--- src/rtl/ppc_types.sv ---
// Shared PowerPC core constants: writeback unit numbering and GPR geometry.
package ppc_types;

   localparam int GPR_WB_NUM_REQ = 4;
   localparam int GPR_ADDR_WIDTH = 5;
   localparam int GPR_DATA_WIDTH = 32;

   // Execution-unit index on the shared GPR writeback arbiter.
   localparam int UNIT_ALU    = 0;
   localparam int UNIT_MULDIV = 1;
   localparam int UNIT_LDST   = 2;
   localparam int UNIT_SYS    = 3;

   function automatic int wrap_inc(input int idx, input int n);
      return (idx + 1 >= n) ? 0 : idx + 1;
   endfunction

endpackage

--- src/rtl/gpr_writeback_arbiter_rr_pick.sv ---
// Combinational round-robin picker: first set request at or after i_ptr, wrapping.
module rr_pick #(
   parameter int N         = 4,
   parameter int IDX_WIDTH = $clog2(N)
) (
   input  logic [0:N-1]         i_req,
   input  logic [0:IDX_WIDTH-1] i_ptr,
   output logic [0:N-1]         o_grant,
   output logic [0:IDX_WIDTH-1] o_idx,
   output logic                 o_any
);

   int w_pos;

   always_comb begin
      // NOTE: every output gets a default before the search, so no latch is inferred.
      o_grant = '0;
      o_idx   = '0;
      o_any   = 1'b0;
      w_pos   = 0;
      for (int k = 0; k < N; k++) begin
         w_pos = int'(i_ptr) + k;
         if (w_pos >= N) w_pos = w_pos - N;
         if (!o_any && i_req[IDX_WIDTH'(w_pos)]) begin
            o_any                      = 1'b1;
            o_grant[IDX_WIDTH'(w_pos)] = 1'b1;
            o_idx                      = IDX_WIDTH'(w_pos);
         end
      end
   end

endmodule

--- src/rtl/gpr_writeback_arbiter.sv ---
// Shares one registered GPR writeback port among NUM_REQ execution-unit result buses
// with round-robin fairness; the pointer only moves past a unit that was actually granted.
module gpr_writeback_arbiter
   import ppc_types::*;
#(
   parameter int RS_ID_WIDTH = 5,
   parameter int NUM_REQ     = GPR_WB_NUM_REQ
) (
   input  logic                                           clk,
   input  logic                                           rst,
   input  logic [0:NUM_REQ-1]                             req_valid,
   output logic [0:NUM_REQ-1]                             req_ready,
   input  logic [0:NUM_REQ-1][0:RS_ID_WIDTH-1]            req_rs_id,
   input  logic [0:NUM_REQ-1][0:GPR_ADDR_WIDTH-1]         req_reg_addr,
   input  logic [0:NUM_REQ-1][0:GPR_DATA_WIDTH-1]         req_result,
   output logic                                           out_valid,
   input  logic                                           out_ready,
   output logic [0:RS_ID_WIDTH-1]                         out_rs_id,
   output logic [0:GPR_ADDR_WIDTH-1]                      out_reg_addr,
   output logic [0:GPR_DATA_WIDTH-1]                      out_result,
   output logic [0:$clog2(NUM_REQ)-1]                     out_src
);

   localparam int SRC_WIDTH = $clog2(NUM_REQ);

   logic                        r_out_valid;
   logic [0:SRC_WIDTH-1]        r_out_src;
   logic [0:RS_ID_WIDTH-1]      r_out_rs_id;
   logic [0:GPR_ADDR_WIDTH-1]   r_out_reg_addr;
   logic [0:GPR_DATA_WIDTH-1]   r_out_result;
   logic [0:SRC_WIDTH-1]        r_rr_ptr;

   logic                        w_free;
   logic [0:NUM_REQ-1]          w_pick_grant;
   logic [0:SRC_WIDTH-1]        w_pick_idx;
   logic                        w_pick_any;

   // The single output slot can take a new entry when empty or being drained this cycle.
   assign w_free = !r_out_valid || out_ready;

   rr_pick #(
      .N         (NUM_REQ),
      .IDX_WIDTH (SRC_WIDTH)
   ) u_rr_pick (
      .i_req   (req_valid),
      .i_ptr   (r_rr_ptr),
      .o_grant (w_pick_grant),
      .o_idx   (w_pick_idx),
      .o_any   (w_pick_any)
   );

   always_comb begin
      req_ready = '0;
      if (!rst && w_free) req_ready = w_pick_grant;
   end

   always_ff @(posedge clk or posedge rst) begin
      if (rst) begin
         // NOTE: payload flops are reset as well, so out_* read as zero while rst is high.
         r_out_valid    <= 1'b0;
         r_out_src      <= '0;
         r_out_rs_id    <= '0;
         r_out_reg_addr <= '0;
         r_out_result   <= '0;
         r_rr_ptr       <= '0;
      end else if (w_free) begin
         if (w_pick_any) begin
            // NOTE: non-blocking assignments so every flop samples pre-edge values.
            r_out_valid    <= 1'b1;
            r_out_src      <= w_pick_idx;
            r_out_rs_id    <= req_rs_id[w_pick_idx];
            r_out_reg_addr <= req_reg_addr[w_pick_idx];
            r_out_result   <= req_result[w_pick_idx];
            r_rr_ptr       <= SRC_WIDTH'(wrap_inc(int'(w_pick_idx), NUM_REQ));
         end else begin
            r_out_valid    <= 1'b0;
         end
      end
   end

   assign out_valid    = r_out_valid;
   assign out_src      = r_out_src;
   assign out_rs_id    = r_out_rs_id;
   assign out_reg_addr = r_out_reg_addr;
   assign out_result   = r_out_result;

endmodule

--- config.mk ---
export PLATFORM = sky130hd
export DESIGN_NAME = gpr_writeback_arbiter
export DESIGN_NICKNAME = d
export VERILOG_FILES = /design/src/rtl/ppc_types.sv /design/src/rtl/gpr_writeback_arbiter_rr_pick.sv /design/src/rtl/gpr_writeback_arbiter.sv
export SDC_FILE = /design/constraint.sdc
export NUM_CORES = 1
export LEC_CHECK = 0
export ABC_AREA = 1
export CAP_MARGIN = 20
export CORE_MARGIN = 2
export CORE_UTILIZATION = 41
export DETAILED_ROUTE_END_ITERATION = 7
export PLACE_DENSITY = 0.9
export SLEW_MARGIN = 20
export SYNTH_ARGS = -nofsm -noshare
export SYNTH_HDL_FRONTEND = slang
export SYNTH_HIERARCHICAL = 1
export SYNTH_SLANG_ARGS = --single-unit
export TNS_END_PERCENT = 50
--- constraint.sdc ---
create_clock -name clk -period 7.5 [get_ports clk]
set_clock_uncertainty 0.1 [all_clocks]
set_input_delay 1.875 -clock clk [delete_from_list [all_inputs] [get_ports clk]]
set_output_delay 1.875 -clock clk [all_outputs]
set_load 0.1 [all_outputs]
# --- Yosys cells after proc, flatten, opt, wreduce, memory -nomap -nowiden ---
# Cells that the tools add are included.
totals:
  register_bits: 47
  word_cells: 99
  inputBits: 175
  output_inout_bits: 49
op_classes:
  bitwise: 8
  n_mux: 48
  addsub: 8
  n_lt_le_gt_ge: 14
  reduce_logical: 15
ops:
  columns: ["cell", "n"]
  rows:
  - ["32-bit binary-select mux with 2-bit select", 1]
  - ["32-bit two-way mux", 2]
  - ["5-bit binary-select mux with 2-bit select", 2]
  - ["4-bit two-way mux", 5]
  - ["5-bit two-way mux", 4]
  - ["2-bit two-way mux", 9]
  - ["1-bit two-way mux", 17]
  - ["2-bit by 3-bit >= comparator with 1-bit output, second input constant", 5]
  - ["3-bit >= comparator, second input constant", 5]
  - ["4-bit OR", 3]
  - ["1-bit binary-select mux with 2-bit select", 4]
  - ["1-bit demux with 2-bit select", 4]
  - ["1-bit logical AND", 8]
  - ["2-bit by 1-bit less-than comparator with 1-bit output, second input constant", 4]
  - ["2-bit NOT", 4]
  - ["2-bit by 1-bit subtractor with 2-bit output, second input constant", 4]
  - ["2-bit by 1-bit adder with 3-bit output, second input constant", 2]
  - ["2-bit by 2-bit adder with 3-bit output, second input constant", 2]
  - ["1-bit logical NOT", 5]
  - ["2-bit NOT with 3-bit output", 1]
  - ["2-bit AND reduction", 1]
  - ["1-bit logical OR", 1]

# --- Depth between registers and ports, before layout ---
# Gate-level depths: netlist of the first run.
logic_depth:
  depth_word: 20
  mapped_depth: 17

# --- Hierarchy ---
# The synthesis of the first run kept the hierarchy.
by_module_without_submodules:
  columns: ["mod", "area_each_um2", "cells_each", "n_inst", "seq_area_each_um2"]
  rows:
  - ["gpr_writeback_arbiter", 3837.4, 698, 1, 1176.1]
  - ["rr_pick", 491.7, 83, 1, 0.0]

# --- Least setup slack after synthesis of the first run ---
# No wires, ideal clock.
synth_path:
  kind: "input-to-output"
  from: "input port rst"
  to: "output port req_ready[0] (netlist bit)"
  n_path_buf: 0
  arrival_time_ns: 4.444
  slack_ns: 1.081
  path_stages: 3
  path_cell_list: "inv_1 nand2_1 nor2_1"
synth_via:
  elab_chain_len: 3
synth_rtl:
  columns: ["item", "line", "text"]
  rows:
  - ["start, declared", "gpr_writeback_arbiter.sv:10", "input logic rst,"]
  - ["1-bit logical NOT (no line)", null, null]
  - ["1-bit logical AND", "gpr_writeback_arbiter.sv:54", "if (!rst && w_free) req_ready = w_pick_grant;"]
  - ["4-bit two-way mux", "gpr_writeback_arbiter.sv:54", null]
  - ["end, declared", "gpr_writeback_arbiter.sv:12", "output logic [0:NUM_REQ-1] req_ready,"]
# No other way between the ends.

# --- Final worst setup path of the first run ---
layout_path:
  from: "input port req_valid[1] (netlist bit)"
  to: "output port req_ready[0] (netlist bit)"
layout_via:
  elab_chain_len: 14
  elab_cells_between_ends: 29
layout_rtl:
  columns: ["item", "line", "text"]
  rows:
  - ["start, declared", "gpr_writeback_arbiter.sv:11", "input logic [0:NUM_REQ-1] req_valid,"]
  - ["1-bit binary-select mux with 2-bit select", "gpr_writeback_arbiter_rr_pick.sv:24", "if (!o_any && i_req[IDX_WIDTH'(w_pos)]) begin"]
  - ["1-bit two-way mux (implied by the code) (2 in a row)", "gpr_writeback_arbiter_rr_pick.sv:24", null]
  - ["1-bit two-way mux", "gpr_writeback_arbiter_rr_pick.sv:24", null]
  - ["1-bit logical NOT", "gpr_writeback_arbiter_rr_pick.sv:24", null]
  - ["1-bit logical AND", "gpr_writeback_arbiter_rr_pick.sv:24", null]
  - ["1-bit two-way mux", "gpr_writeback_arbiter_rr_pick.sv:24", null]
  - ["1-bit logical NOT", "gpr_writeback_arbiter_rr_pick.sv:24", null]
  - ["1-bit logical AND", "gpr_writeback_arbiter_rr_pick.sv:24", null]
  - ["1-bit two-way mux", "gpr_writeback_arbiter_rr_pick.sv:24", null]
  - ["1-bit logical NOT", "gpr_writeback_arbiter_rr_pick.sv:24", null]
  - ["1-bit logical AND", "gpr_writeback_arbiter_rr_pick.sv:24", null]
  - ["4-bit two-way mux (*)", "gpr_writeback_arbiter_rr_pick.sv:24", null]
  - ["net w_pick_grant, one bit", "gpr_writeback_arbiter.sv:34", "logic [0:NUM_REQ-1] w_pick_grant;"]
  - ["4-bit two-way mux (*)", "gpr_writeback_arbiter.sv:54", null]
# Mark *: on every way through the listed nets, which the timed path passes. The rest lies on a longest branch. The select of a mux whose other input is x is not followed.

==> load_flow_metrics.sql, run 1 <==
INSERT INTO impl_metrics (metric_group, metric, value, unit) VALUES
('synthesis', 'most_used_flip_flop_cell_after_synthesis', 'dfrtp_1', ''),
('floorplanning', 'placement_rows', '37', ''),
('floorplanning', 'io_pins', '224', ''),
('global_routing', 'gr-usage-met3', '5.289', '%'),
('clock_tree', 'clkTransAtPathRegs', '0.09', 'ns'),
('detailed_routing', 'drt-total-wl', '13230', 'um'),
('critical_path', 'cp.arrival', '3.69', 'ns'),
('synthesis', 'netlist.area_leader.share', '31.04', '%'),
('synthesis', 'syn-num-nets', '965', ''),
('clock_tree', 'clk_root_buffer_cell', 'clkbuf_8', ''),
('clock_tree', 'post_cts_resized', '0', ''),
('critical_path', 'ordered_cell_list_for_the_critical_path', 'clkdlybuf4s50_1 > inv_1 > nand2_1 > nand3_4 > nand2_2 > nor2_1 > a21oi_1 > nand3_1 > inv_1 > nor2_1 > buf_4', ''),
('cells_and_area', 'share_of_the_core_filled_with_cells', '64.58', '%'),
('synthesis', 'edff_count_synth', '0', ''),
('job', 'max_capacitance_violation_count', '0', ''),
('cells_and_area', 'regArea', '0.001176', 'mm2'),
('synthesis', 'syn-mean-instance-area', '5.543', 'um2'),
('global_routing', 'largest_net_degree_at_the_start_of_global_routing', '87', ''),
('global_routing', 'grt.met1_usage', '27.11', '%'),
('global_routing', 'grt.total_usage', '22.84', '%'),
('critical_path', 'timing.critical_path.fanout_max', '6', ''),
('critical_path', 'r2r-start', 'r_rr_ptr[1]', ''),
('clock_tree', 'post_cts_buffers', '0', ''),
('floorplanning', 'die-area', '0.01140', 'mm2'),
('floorplanning', 'core_area', '0.01028', 'mm2'),
('global_routing', 'global_route_wire_length_before_repair', '21240', 'um'),
('synthesis', 'async_flop_share', '100.0', '%'),
('critical_path', 'critical_path.top_delay_family', 'buffers and inverters', ''),
('critical_path', 'worst_path_largest_cell_delay', '0.43', 'ns'),
('critical_path', 'setup.worst_path.end_class', 'output pin', ''),
('outcome', 'outcome', 'complete, no violations', ''),
('detailed_routing', 'iteration_0_drc_markers', '286', ''),
('clock_tree', 'postCtsHoldBufs', '0', ''),
('critical_path', 'cp-start-kind', 'primary input', ''),
('cells_and_area', 'multi_input_area', '0.002212', 'mm2'),
('critical_path', 'crit_path_top_delay_cell', 'clkdlybuf4s50_1', ''),
('synthesis', 'leading_cell_types_by_total_area_after_synthesis', 'nand2_1, dfrtp_1, inv_1', ''),
('critical_path', 'r2r_path_end', 'out_result[5]', ''),
('synthesis', 'mappedNetlistArea', '0.004329', 'mm2'),
('cells_and_area', 'area_growth_syn_to_layout', '53.32', '%'),
('synthesis', 'synthTopCellsByCount', 'nand2_1, inv_1, nand3_1, dfrtp_1, buf_2', ''),
('clock_tree', 'clock_tree.buffer_depth', '2', ''),
('sta', 'rel_slew_slack', '31.71', '%'),
('synthesis', 'yosys.cell_count.top_type', 'nand2_1', ''),
('cells_and_area', 'fillCellCount', '955', ''),
('place', 'dp_hpwl', '9468', 'um'),
('floorplanning', 'floorplan.die.height', '106.8', 'um'),
('sta', 'min_period', '5.667', 'ns'),
('sta', 'unrepaired_setup_endpoints_after_global_routing', 'false', ''),
('global_routing', 'grt.overflow.total', '0', ''),
('min_path', 'worst_hold_path_type', 'register to register', ''),
('cells_and_area', 'n_antenna_cell', '0', ''),
('synthesis', 'synth.yosys.seq_area_share', '27.17', '%'),
('synthesis', 'synth_largest_area_cell', 'nand2_1', ''),
('critical_path', 'cp_num_buf_inv', '4', ''),
('detailed_routing', 'iteration_count_of_the_initial_detailed_routing_pass', '5', ''),
('critical_path', 'timing.critical_path.from', 'req_valid[1]', ''),
('sta', 'final.setup.tns', '0', 'ns'),
('detailed_routing', 'drt-vias-per-instance', '4.595', ''),
('detailed_routing', 'per_cell_routed_wire_length', '11.88', 'um'),
('clock_tree', 'cts-buffers-inserted', '5', ''),
('detailed_routing', 'detail_route.drc_violations', '0', ''),
('clock_tree', 'cts_tree', 'yes', ''),
('sta', 'finalCritPeriodShare', '75.56', '%'),
('critical_path', 'critical_path_required', '5.53', 'ns'),
('global_routing', 'grt_antenna_before_repair', '0', ''),
('min_path', 'worstHoldPathCells', '2', ''),
('floorplanning', 'die_w', '106.8', 'um'),
('place', 'numPlacedInstances', '1106', ''),
('cells_and_area', 'drive_gt1_share', '3.783', '%'),
('critical_path', 'timing_worst_setup_path_type', 'primary input to output pin', '');
==> sequential cells by signal (all words and copies together), names as in the netlist <==
register / cells
out_reg_addr: 5
out_result: 32
out_rs_id: 5
out_src: 2
out_valid: 1
r_rr_ptr: 2
==> metal layers <==
layer  routed length, um  vias up
li1                    -     2648
met1                5456     2248
met2                6498      207
met3                1075       16
met4                 200        0
met5                   0        -
==> stage by stage <==
step           setup slack, ns  hold slack [ns]  cell area [um2]
4_1_cts                  1.874           0.3893             6638
3_5_place_dp             1.595           0.3641             6520
6_report                 1.833           0.3833             6638
5_1_grt                  1.530           0.4051             6638
2_1_floorplan            1.081           0.5287             4329
3_3_place_gp             1.675           0.3608             6520
==> placed cells by master (no fill, tap or decap), types with 2 or more instances in the layout <==
cell and instances:
nand2_1 357, clkdlybuf4s50_1 219, inv_1 183, nand3_1 97, dfrtp_1 47, nor2_1 10, ha_1 9, inv_2 8
nand2_2 8, a21oi_1 8, buf_4 7, nand4_1 7, clkbuf_8 6, o21ai_1 2, nand3_4 2, nand3_2 2
nor2_4 2
==> final cells by class <==
type	instances	share of cell area (%)
well taps	136	2.564
clock inverters	2	0.5278
inverters	191	10.80
multi-input cells	506	33.33
clock buffers	6	1.244
repair buffers	226	33.82
flip-flops and latches	47	17.72
==> worst min-delay path by stage <==
stage | from | endpoint | slack [ns]
after floorplan | r_rr_ptr[0] | r_rr_ptr[0] | 0.53
after global placement | out_rs_id[1] | out_rs_id[1] | 0.36
after detailed placement | out_result[29] | out_result[29] | 0.36
after CTS | out_result[29] | out_result[29] | 0.39
after global routing | out_result[21] | out_result[21] | 0.41
final | out_result[29] | out_result[29] | 0.38
==> worst reg2reg max path, delay by kind of cell, from the launching register on <==
kind,cells,cell delay (ns)
fa+ha+maj,1,0.43
flops,1,0.60
simple gates,9,1.42
buf+inv,4,1.72
compound gates,1,0.24
==> cell families after synthesis <==
group,after synthesis,synth area share (%)
flops,47,27.17
compound gates,12,1.503
fa+ha+maj,9,2.601
simple gates,485,46.53
buf+inv,228,22.20
Power of run 1 is left out: the tool's default activity adds up to more than one toggle a clock period on the data nets, which glitch-free logic cannot reach.
==> run 2: changes to the inputs <==
Clock period 7.5 ns to 5.9 ns, I/O delays scaled along.
==> run 2 against run 1 <==
  * First-iteration DRC count grew 28%
  * Final cell count grew 0.27%
  * Wire length grew 4.6%
  * Largest cell class unchanged
  * Highest routed layer unchanged
==> load_flow_metrics.sql, run 2 (synthesized netlist as in run 1, its figures left out) <==
INSERT INTO impl_metrics (metric_group, metric, value, unit) VALUES
('global_routing', 'grt.met1_usage', '26.47', '%'),
('detailed_routing', 'iteration_count_of_the_initial_detailed_routing_pass', '5', ''),
('cells_and_area', 'share_of_the_core_filled_with_cells', '64.84', '%'),
('place', 'dp_hpwl', '10070', 'um'),
('critical_path', 'cp-start-kind', 'primary input', ''),
('critical_path', 'critical_path_required', '4.32', 'ns'),
('floorplanning', 'die_w', '106.8', 'um'),
('cells_and_area', 'n_antenna_cell', '0', ''),
('clock_tree', 'htree_depth', '2', ''),
('detailed_routing', 'drt-total-wl', '13840', 'um'),
('place', 'io_buffers', '223', ''),
('sta', 'holdWs', '0.3856', 'ns'),
('cells_and_area', 'nets', '1164', ''),
('sta', 'worst_slew_pin_slew', '1.029', 'ns'),
('detailed_routing', 'per_cell_routed_wire_length', '12.39', 'um'),
('job', 'max_capacitance_violation_count', '0', ''),
('floorplanning', 'core_area', '0.01028', 'mm2'),
('sta', 'rel_slew_slack', '31.17', '%'),
('detailed_routing', 'iteration_0_drc_markers', '367', ''),
('global_routing', 'global_route_wire_length_before_repair', '22000', 'um'),
('cells_and_area', 'largest_register_ffs', '32', ''),
('cells_and_area', 'drive_gt1_share', '4.077', '%'),
('clock_tree', 'clkTransAtPathRegs', '0.09', 'ns'),
('clock_tree', 'cts_sinks', '47', ''),
('clock_tree', 'post_cts_buffers', '0', ''),
('detailed_routing', 'dr_total_vias', '5128', ''),
('sta', 'min_period', '4.866', 'ns'),
('floorplanning', 'floorplan.die.height', '106.8', 'um'),
('global_routing', 'top_usage_layer_grt', 'met2', ''),
('clock_tree', 'cts-buffers-inserted', '5', ''),
('detailed_routing', 'drt-vias-per-instance', '4.591', ''),
('cells_and_area', 'area_growth_syn_to_layout', '53.93', '%'),
('global_routing', 'grt_antenna_before_repair', '0', ''),
('clock_tree', 'clk_root_buffer_cell', 'clkbuf_8', ''),
('floorplanning', 'initial_utilization', '42.12', '%'),
('clock_tree', 'clock_latency', '0.30', 'ns'),
('global_routing', 'grt.total_usage', '23.85', '%'),
('global_routing', 'global_route.usage.met2', '42.49', '%'),
('critical_path', 'timing_worst_setup_path_type', 'primary input to output pin', ''),
('clock_tree', 'postCtsHoldBufs', '0', ''),
('sta', 'finalCritPeriodShare', '82.48', '%'),
('critical_path', 'setup.worst_path.end_class', 'output pin', ''),
('sta', 'unrepaired_setup_endpoints_after_global_routing', 'false', ''),
('cells_and_area', 'mostFrequentLayoutCell', 'nand2_1', ''),
('clock_tree', 'cts_tree', 'yes', ''),
('floorplanning', 'io_pins', '224', ''),
('global_routing', 'grt_pass1_vias', '4777', ''),
('clock_tree', 'post_cts_resized', '0', ''),
('global_routing', 'gr-usage-met3', '7.720', '%'),
('sta', 'final_max_slew_viol_count', '0', ''),
('critical_path', 'timing.critical_path.fanout_max', '6', ''),
('critical_path', 'cp.arrival', '3.29', 'ns'),
('min_path', 'worst_hold_path_type', 'register to register', ''),
('global_routing', 'grt.overflow.total', '0', ''),
('sta', 'final.setup.tns', '0', 'ns'),
('outcome', 'outcome', 'complete, no violations', ''),
('sta', 'final-setup-viol-count', '0', ''),
('detailed_routing', 'detail_route.drc_violations', '0', ''),
('floorplanning', 'die-area', '0.01140', 'mm2'),
('clock_tree', 'clock_tree.buffer_depth', '2', ''),
('place', 'gp_routability_congestion', '0.8285', ''),
('cells_and_area', 'most_frequent_cells_in_the_layout', 'nand2_1, clkdlybuf4s50_1, inv_1', ''),
('floorplanning', 'placement_rows', '37', ''),
('global_routing', 'largest_net_degree_at_the_start_of_global_routing', '86', ''),
('detailed_routing', 'route.antenna.remaining_nets', '0', ''),
('sta', 'fmax', '205.5', 'MHz'),
('sta', 'report.final.hold_viol_count', '0', '');
## run 2: worst paths after layout
kind                                   to  slack [ns]      startpoint  depth (start not counted)
max in group asynchronous     r_rr_ptr[0]        3.70             rst                          3
hold / removal             out_result[21]        0.39  out_result[21]                          2
setup reg to reg            out_result[1]        2.28     r_rr_ptr[1]                         14
setup / recovery             req_ready[0]        1.03    req_valid[1]                         11
hold reg to reg            out_result[21]        0.39  out_result[21]                          2
min in group asynchronous   out_result[6]        1.59             rst                          3
## run 2: critical path, cell delays in order
cell             delay (ns)
clkdlybuf4s50_1        0.44
inv_1                  0.07
nand2_1                0.09
nand3_4                0.14
nand2_2                0.08
nor2_1                 0.29
a21oi_1                0.14
nand3_1                0.12
inv_1                  0.05
nor2_1                 0.09
buf_4                  0.29
## run 2: area by class of cell
class | count | area (um2)
inverter | 191 | 716.9
fill | 964 | 3613
clock buffer | 6 | 82.58
clock inverter | 2 | 38.79
sequential | 47 | 1176
tap | 136 | 170.2
multi-input combinational | 506 | 2212
timing repair buffer | 229 | 2267
## run 2: metrics by stage
step	setup slack (ns)	area, um2	cells
after floorplan	0.2811	4329	781
after global placement	1.121	6543	1109
after detailed placement	1.072	6543	1109
after CTS	1.068	6664	1117
after global routing	0.8865	6664	1117
final	1.034	6664	1117
## run 2: metal layers
layer,vias up,share of wire [%]
met2,229,48
met1,2212,39
met4,0,3.2
li1,2648,-
met3,39,9.9
met5,-,0
Power of run 2 is left out for the same reason.
